--- config.mk ---
export PLATFORM = sky130hd
export DESIGN_NAME = imm_gen_pipe_flat
export DESIGN_NICKNAME = d
export VERILOG_FILES = /design/src/rtl/imm_gen_pkg.sv /design/src/rtl/imm_gen_pipe_if.sv /design/src/rtl/imm_decode.sv /design/src/rtl/imm_gen_pipe.sv /design/src/flat_wrapper.sv
export SDC_FILE = /design/constraint.sdc
export NUM_CORES = 1
export LEC_CHECK = 0
export CORE_MARGIN = 3
export CORE_UTILIZATION = 40
export CTS_CLUSTER_DIAMETER = 150
export DETAILED_ROUTE_END_ITERATION = 16
export GPL_ROUTABILITY_DRIVEN = 0
export GPL_TIMING_DRIVEN = 0
export PLACE_DENSITY_LB_ADDON = 0.2
export SLEW_MARGIN = 20
export SYNTH_ARGS = -nofsm -noshare
export SYNTH_HDL_FRONTEND = slang
export SYNTH_SLANG_ARGS = --single-unit
--- constraint.sdc ---
create_clock -name clk -period 2 [get_ports clk]
set_input_delay 0.5 -clock clk [delete_from_list [all_inputs] [get_ports clk]]
set_output_delay 0.5 -clock clk [all_outputs]
set_load 0.01 [all_outputs]
--- src/rtl/imm_gen_pkg.sv ---
// Shared format codes and RV32I/RV64I opcode constants for the immediate
// generator and any core stage that reuses the decoder.
package imm_gen_pkg;

  typedef enum logic [2:0] {
    FMT_R   = 3'd0,
    FMT_I   = 3'd1,
    FMT_S   = 3'd2,
    FMT_B   = 3'd3,
    FMT_U   = 3'd4,
    FMT_J   = 3'd5,
    FMT_ILL = 3'd7
  } fmt_e;

  localparam logic [6:0] OPC_OP_IMM    = 7'b0010011;
  localparam logic [6:0] OPC_OP_IMM_32 = 7'b0011011;
  localparam logic [6:0] OPC_LOAD      = 7'b0000011;
  localparam logic [6:0] OPC_JALR      = 7'b1100111;
  localparam logic [6:0] OPC_SYSTEM    = 7'b1110011;
  localparam logic [6:0] OPC_STORE     = 7'b0100011;
  localparam logic [6:0] OPC_BRANCH    = 7'b1100011;
  localparam logic [6:0] OPC_LUI       = 7'b0110111;
  localparam logic [6:0] OPC_AUIPC     = 7'b0010111;
  localparam logic [6:0] OPC_JAL       = 7'b1101111;
  localparam logic [6:0] OPC_OP        = 7'b0110011;
  localparam logic [6:0] OPC_OP_32     = 7'b0111011;
  localparam logic [6:0] OPC_MISC_MEM  = 7'b0001111;

endpackage

--- src/rtl/imm_gen_pipe_if.sv ---
// Instruction-in / immediate-out handshake bundle. The slave side is the
// immediate generator; the master side is the surrounding pipeline.
interface imm_gen_pipe_if import imm_gen_pkg::*; #(
  parameter int XLEN  = 32,
  parameter int TAG_W = 32
);
  logic             in_valid;
  logic             in_ready;
  logic [31:0]      in_inst;
  logic [TAG_W-1:0] in_tag;
  logic             out_valid;
  logic             out_ready;
  logic [XLEN-1:0]  out_imm;
  fmt_e             out_fmt;
  logic             out_illegal;
  logic [TAG_W-1:0] out_tag;

  modport slave (
    input  in_valid, in_inst, in_tag, out_ready,
    output in_ready, out_valid, out_imm, out_fmt, out_illegal, out_tag
  );

  modport master (
    output in_valid, in_inst, in_tag, out_ready,
    input  in_ready, out_valid, out_imm, out_fmt, out_illegal, out_tag
  );
endinterface

--- src/rtl/imm_decode.sv ---
// Pure combinational immediate decoder: instruction word -> extended
// immediate, format code and illegal flag. Shared with the single-cycle core.
module imm_decode import imm_gen_pkg::*; #(
  parameter int XLEN = 32
) (
  input  logic [31:0]     i_inst,
  output logic [XLEN-1:0] o_imm,
  output fmt_e            o_fmt,
  output logic            o_illegal
);
  localparam bit RV64 = (XLEN == 64);

  logic signed [31:0] w_i, w_s, w_b, w_u, w_j;
  logic        [5:0]  w_sh;
  logic               w_shift;

  // Every format is built as a signed 32-bit value; the size cast below
  // then sign-extends to XLEN for free.
  assign w_i = {{20{i_inst[31]}}, i_inst[31:20]};
  assign w_s = {{20{i_inst[31]}}, i_inst[31:25], i_inst[11:7]};
  assign w_b = {{19{i_inst[31]}}, i_inst[31], i_inst[7], i_inst[30:25], i_inst[11:8], 1'b0};
  assign w_u = {i_inst[31:12], 12'b0};
  assign w_j = {{11{i_inst[31]}}, i_inst[31], i_inst[19:12], i_inst[20], i_inst[30:21], 1'b0};

  assign w_sh    = RV64 ? i_inst[25:20] : {1'b0, i_inst[24:20]};
  assign w_shift = (i_inst[14:12] == 3'b001) || (i_inst[14:12] == 3'b101);

  always_comb begin
    o_imm     = '0;
    o_fmt     = FMT_ILL;
    o_illegal = 1'b1;
    case (i_inst[6:0])
      OPC_OP_IMM: begin
        o_fmt = FMT_I; o_illegal = 1'b0;
        o_imm = w_shift ? XLEN'(w_sh) : XLEN'(w_i);
      end
      OPC_OP_IMM_32: if (RV64) begin
        o_fmt = FMT_I; o_illegal = 1'b0;
        o_imm = w_shift ? XLEN'(w_sh[4:0]) : XLEN'(w_i);
      end
      OPC_LOAD, OPC_JALR, OPC_SYSTEM, OPC_MISC_MEM: begin
        o_fmt = FMT_I; o_illegal = 1'b0; o_imm = XLEN'(w_i);
      end
      OPC_STORE: begin
        o_fmt = FMT_S; o_illegal = 1'b0; o_imm = XLEN'(w_s);
      end
      OPC_BRANCH: begin
        o_fmt = FMT_B; o_illegal = 1'b0; o_imm = XLEN'(w_b);
      end
      OPC_LUI, OPC_AUIPC: begin
        o_fmt = FMT_U; o_illegal = 1'b0; o_imm = XLEN'(w_u);
      end
      OPC_JAL: begin
        o_fmt = FMT_J; o_illegal = 1'b0; o_imm = XLEN'(w_j);
      end
      OPC_OP: begin
        o_fmt = FMT_R; o_illegal = 1'b0;
      end
      OPC_OP_32: if (RV64) begin
        o_fmt = FMT_R; o_illegal = 1'b0;
      end
      default: ;
    endcase
  end
endmodule

--- src/rtl/imm_gen_pipe.sv ---
// Registered immediate generator for the decode stage: decoder in front of a
// two-entry skid buffer (M drives the outputs, S absorbs one stalled beat).
module imm_gen_pipe import imm_gen_pkg::*; #(
  parameter int XLEN  = 32,
  parameter int TAG_W = 32
) (
  input  logic          clk,
  input  logic          rst_n,
  input  logic          flush,
  imm_gen_pipe_if.slave bus
);
  logic [XLEN-1:0]  w_imm;
  fmt_e             w_fmt;
  logic             w_ill;

  logic             r_m_vld, r_s_vld, r_in_ready;
  logic [XLEN-1:0]  r_m_imm, r_s_imm;
  fmt_e             r_m_fmt, r_s_fmt;
  logic             r_m_ill, r_s_ill;
  logic [TAG_W-1:0] r_m_tag, r_s_tag;

  logic w_acc, w_m_free;
  logic w_ld_m_in, w_ld_m_s, w_ld_s;
  logic w_m_vld_nx, w_s_vld_nx;

  imm_decode #(.XLEN(XLEN)) u_dec (
    .i_inst    (bus.in_inst),
    .o_imm     (w_imm),
    .o_fmt     (w_fmt),
    .o_illegal (w_ill)
  );

  assign w_acc    = bus.in_valid & r_in_ready;
  assign w_m_free = ~r_m_vld | bus.out_ready;

  // S is only ever full while in_ready is low, so S->M and an accept
  // never compete for M in the same cycle.
  always_comb begin
    w_ld_m_in  = 1'b0;
    w_ld_m_s   = 1'b0;
    w_ld_s     = 1'b0;
    w_m_vld_nx = r_m_vld;
    w_s_vld_nx = r_s_vld;
    if (flush) begin
      w_m_vld_nx = 1'b0;
      w_s_vld_nx = 1'b0;
    end else if (w_m_free) begin
      if (r_s_vld) begin
        w_ld_m_s   = 1'b1;
        w_m_vld_nx = 1'b1;
        w_s_vld_nx = 1'b0;
      end else begin
        w_ld_m_in  = w_acc;
        w_m_vld_nx = w_acc;
      end
    end else if (w_acc) begin
      w_ld_s     = 1'b1;
      w_s_vld_nx = 1'b1;
    end
  end

  always_ff @(posedge clk or negedge rst_n) begin
    if (!rst_n) begin
      r_m_vld    <= 1'b0;
      r_s_vld    <= 1'b0;
      r_in_ready <= 1'b0;
      r_m_imm    <= '0;
      r_m_fmt    <= FMT_R;
      r_m_ill    <= 1'b0;
      r_m_tag    <= '0;
      r_s_imm    <= '0;
      r_s_fmt    <= FMT_R;
      r_s_ill    <= 1'b0;
      r_s_tag    <= '0;
    end else begin
      r_m_vld    <= w_m_vld_nx;
      r_s_vld    <= w_s_vld_nx;
      r_in_ready <= ~w_s_vld_nx;
      if (w_ld_m_in) begin
        r_m_imm <= w_imm; r_m_fmt <= w_fmt; r_m_ill <= w_ill; r_m_tag <= bus.in_tag;
      end else if (w_ld_m_s) begin
        r_m_imm <= r_s_imm; r_m_fmt <= r_s_fmt; r_m_ill <= r_s_ill; r_m_tag <= r_s_tag;
      end
      if (w_ld_s) begin
        r_s_imm <= w_imm; r_s_fmt <= w_fmt; r_s_ill <= w_ill; r_s_tag <= bus.in_tag;
      end
    end
  end

  assign bus.in_ready    = r_in_ready;
  assign bus.out_valid   = r_m_vld;
  assign bus.out_imm     = r_m_imm;
  assign bus.out_fmt     = r_m_fmt;
  assign bus.out_illegal = r_m_ill;
  assign bus.out_tag     = r_m_tag;
endmodule

--- src/flat_wrapper.sv ---
// flat-port wrapper written by rule: the top's interface ports become plain ports
module imm_gen_pipe_flat import imm_gen_pkg::*;
#(
  parameter int XLEN  = 32,
  parameter int TAG_W = 32
)
  (clk, rst_n, flush, bus_in_valid, bus_in_inst, bus_in_tag, bus_out_ready, bus_in_ready, bus_out_valid, bus_out_imm, bus_out_fmt, bus_out_illegal, bus_out_tag);
  imm_gen_pipe_if #(.XLEN(XLEN), .TAG_W(TAG_W)) bus_i ();
  input  logic clk;
  input  logic rst_n;
  input  logic flush;
  input wire logic [$bits(bus_i.in_valid)-1:0] bus_in_valid;
  input wire logic [$bits(bus_i.in_inst)-1:0] bus_in_inst;
  input wire logic [$bits(bus_i.in_tag)-1:0] bus_in_tag;
  input wire logic [$bits(bus_i.out_ready)-1:0] bus_out_ready;
  output wire logic [$bits(bus_i.in_ready)-1:0] bus_in_ready;
  output wire logic [$bits(bus_i.out_valid)-1:0] bus_out_valid;
  output wire logic [$bits(bus_i.out_imm)-1:0] bus_out_imm;
  output wire logic [$bits(bus_i.out_fmt)-1:0] bus_out_fmt;
  output wire logic [$bits(bus_i.out_illegal)-1:0] bus_out_illegal;
  output wire logic [$bits(bus_i.out_tag)-1:0] bus_out_tag;
  assign bus_i.in_valid = bus_in_valid;
  assign bus_i.in_inst = bus_in_inst;
  assign bus_i.in_tag = bus_in_tag;
  assign bus_i.out_ready = bus_out_ready;
  assign bus_in_ready = bus_i.in_ready;
  assign bus_out_valid = bus_i.out_valid;
  assign bus_out_imm = bus_i.out_imm;
  assign bus_out_fmt = bus_i.out_fmt;
  assign bus_out_illegal = bus_i.out_illegal;
  assign bus_out_tag = bus_i.out_tag;
  imm_gen_pipe #(.XLEN(XLEN), .TAG_W(TAG_W)) u_core (.clk(clk), .rst_n(rst_n), .flush(flush), .bus(bus_i));
endmodule
==> results.py <==
metrics = {
    "status": {
        "outcome": "finished clean",
    },
    "sta": {
        "period_minus_slack_ns": 1.96,
        "clock_skew_ns": 0.00431,
        "setup_viol": 0,
        "slew_headroom_pct": 60.0,
        "maxSlewViolCount": 0,
        "min_period_over_period_pct": 98.2,
        "finalHoldViolCount": 0,
        "finalWorstSetupSlack_ns": 0.0368,
        "worst_pin_slew_ns": 0.600,
        "max_freq_mhz": 509,
    },
    "detailed_routing": {
        "drt-total-wl_mm": 18.2,
        "via_per_inst": 5.48,
        "dr_total_vias": 5611,
        "postRouteAntennaNets": 0,
        "first_pass_iters": 5,
        "drt_iter0_drc": 464,
        "drcViolationCount": 0,
        "wire_per_inst_um": 17.7,
    },
    "pwr": {
        "ir_drop_v": 0.000543,
        "swShare_pct": 27.3,
        "p_total_uw": 8420,
        "pwr-share-clk_pct": 35.3,
        "p_int_uw": 6120,
        "pwr-share-comb_pct": 21.5,
        "seqPwrFrac_pct": 43.1,
        "switchingPower_uw": 2300,
        "power_density_mw_per_mm2": 994,
        "p_leak_uw": 0.00368,
    },
    "clocking": {
        "cts_root_buffer": "clkbuf_16",
        "cts_hold_buf": 0,
        "path_clk_slew_ns": 0.05,
        "cts_tree": "built",
        "ctsLongestPathBuffers": 2,
        "cts_sinks": 139,
        "htreeDepth": 4,
        "insertion_delay_ns": 0.42,
        "cts_made_buffers": 17,
    },
    "worst_setup_path": {
        "path_buf_inv": 3,
        "slowest_delay_ns": 0.56,
        "slowest_stage": "or4_4",
        "crit_fanout": 5,
        "crit_path_end_kind": "flop",
        "crit_type": "primary input to flop",
        "cp_top_family": "buffers and inverters",
        "crit_chain": "clkdlybuf4s50_1 > nand2_2 > or4_4 > buf_4 > nor2_4 > buf_4 > a21oi_1",
        "start_kind": "primary input",
        "required_ns": 2.30,
        "cp.arrival_ns": 2.26,
        "critPathMostFrequentCell": "buf_4",
    },
    "layout": {
        "register_area_mm2": 0.00348,
        "fillers": 1302,
        "fin_cells": 1024,
        "mostFrequentLayoutCells": "nand2_1, dfrtp_1, clkdlybuf4s50_1, nor2_1, a31oi_1",
        "antennaDiodeCount": 0,
        "multiInputGateArea_mm2": 0.00251,
        "fin_nets": 897,
        "design_area_mm2": 0.00847,
        "area_delta_synth_final_pct": 38.8,
        "final_common_cell": "nand2_1",
        "drive_above_1_share_pct": 11.4,
    },
    "placed_design": {
        "dp_hpwl_mm": 13.0,
        "pre_cts_ws_ns": -0.961,
        "dpl-instance-area_mm2": 0.00772,
        "placed_cells": 992,
        "io_buffers": 135,
    },
    "global_route": {
        "grt_busiest_layer": "met2",
        "grt_overflow": 0,
        "grt_pass1_vias": 5585,
        "grt_pass1_wl_mm": 28.8,
        "use_met3_pct": 4.58,
        "antenna_found_initial": 0,
        "grt_use_met2_pct": 34.0,
        "gr-usage-met1_pct": 30.8,
        "grt_max_degree": 84,
        "grt_util_all_layers_pct": 22.2,
    },
    "floorplanning": {
        "placementRows": 44,
        "coreArea_mm2": 0.0148,
        "die_width_um": 130,
        "start_util_pct": 41.4,
        "die_y_um": 130,
        "die_area_mm2": 0.0168,
        "num_io_pins": 139,
    },
    "logic_synthesis": {
        "synth_cell_types": 45,
        "synth_area_mm2": 0.00610,
        "synth_seq_cells": 139,
        "syn_nets": 741,
        "yosys_warnings": 0,
        "avgSynthCellArea_um2": 9.08,
        "netlist_instances": 672,
        "ys_seq_area_share_pct": 57.0,
    },
    "flow_run": {
        "cap_violations": 0,
    },
    "hold_path": {
        "hp-class": "primary input to asynchronous set/reset pin",
    },
}
-- final timing paths --
kind | cells after the start | endpoint | start | slack, ns
worst max-delay path | 7 | u_core.bus.out_imm[25] | bus_in_valid | 0.04
worst max register to register | 6 | u_core.bus.out_imm[25] | u_core.bus.out_valid | 0.19
max in group asynchronous | 2 | u_core.bus.out_tag[19] | rst_n | 1.25
worst min-delay path | 1 | u_core.r_s_imm[26] | rst_n | 0.002
worst min register to register | 2 | u_core.r_s_fmt[2] | u_core.r_s_fmt[2] | 0.47
min in group clk | 2 | u_core.bus.out_valid | flush | 0.40
-- per-layer routing --
| metal | vias up | routed length [um] |
|---|---|---|
| met4 | 0 | 461 |
| met1 | 2694 | 8170 |
| met5 | - | 0 |
| li1 | 2627 | - |
| met2 | 250 | 8440 |
| met3 | 40 | 1100 |
-- per-stage QoR --
stage | setup TNS [ns] | util, % | hold WS, ns
finish | 0 | 57.4 | 0.00226
global route | -0.0248 | 57.4 | 0.0195
CTS | 0 | 57.0 | 0.00991
detailed placement | -94.48 | 52.3 | 0.457
global placement | -779.26 | 52.1 | 0.451
floorplan | 0 | - | 0.204
-- cells in the mapped netlist (all sizes together) --
cell type	number	area [um^2]
o21ai	19	95.1
a22oi	10	75.1
nor3b	1	7.51
nor4	2	27.5
nand3b	1	7.51
or4	2	18.8
a32oi	2	17.5
a22o	7	61.3
o22ai	26	163
nor3	5	30.0
nand3	6	30.0
mux2	1	11.3
or3	3	18.8
o211ai	10	75.1
a21oi	40	200
buf	15	88.8
o221a	1	11.3
nor2	57	235
clkbuf	32	120
a21boi	1	7.51
or2	1	8.76
inv	4	15.0
and2	2	12.5
a2111oi	1	8.76
mux2i	1	10.0
a2111o	1	11.3
o32ai	2	17.5
and3	4	25.0
nand2	219	822
dfrtp	139	3480
a21o	2	15.0
o31ai	3	22.5
nor2b	3	18.8
xnor2	1	8.76
nand2b	5	31.3
a31o	1	17.5
a31oi	42	278
-- area by class of cell --
type,count,area share (%)
multi-input combinational,482,29.6
clock buffer,23,5.41
buffer,43,3.01
clock inverter,8,1.12
inverter,4,0.177
timing repair buffer,141,16.9
tap,184,2.72
sequential,139,41.1
-- cell families (layout without fill, tap and decap cells) --
kind of cell | after synthesis | in the layout | synth area share [%]
AOI/OAI and AO/OA | 168 | 168 | 17.6
xor gates and xnor gates | 1 | 1 | 0.144
buffers and inverters | 51 | 219 | 3.67
DFF | 139 | 139 | 57.0
muxes | 2 | 2 | 0.349
and+or+nand+nor | 311 | 311 | 21.2
-- repair_timing --
item,in CTS,in global routing
cloned,1,0
setup buffers,4,0
endpoints found under the setup margin,135,117
resized for setup,38,42
pin swaps,5,2
-- power by group through the flow --
| stage | clock, uW | combinational, uW | sequential, uW |
|---|---|---|---|
| after floorplan | 0 | 711 | 3730 |
| after global placement | 0 | 1710 | 3650 |
| after detailed placement | 0 | 1770 | 3670 |
| after CTS | 3030 | 1820 | 3630 |
| after global routing | 3160 | 1990 | 3680 |
| final | 2980 | 1810 | 3630 |
-- registers in the layout, summed over array words and instances (netlist names) --
signal,count
u_core.r_s_vld,1
u_core.bus.out_fmt,3
u_core.r_s_fmt,3
u_core.r_s_tag,32
u_core.bus.out_imm,32
u_core.bus.out_illegal,1
u_core.bus.out_tag,32
u_core.r_s_imm,32
u_core.bus.in_ready,1
u_core.bus.out_valid,1
u_core.r_s_ill,1
(Power assumes the default switching activity.)
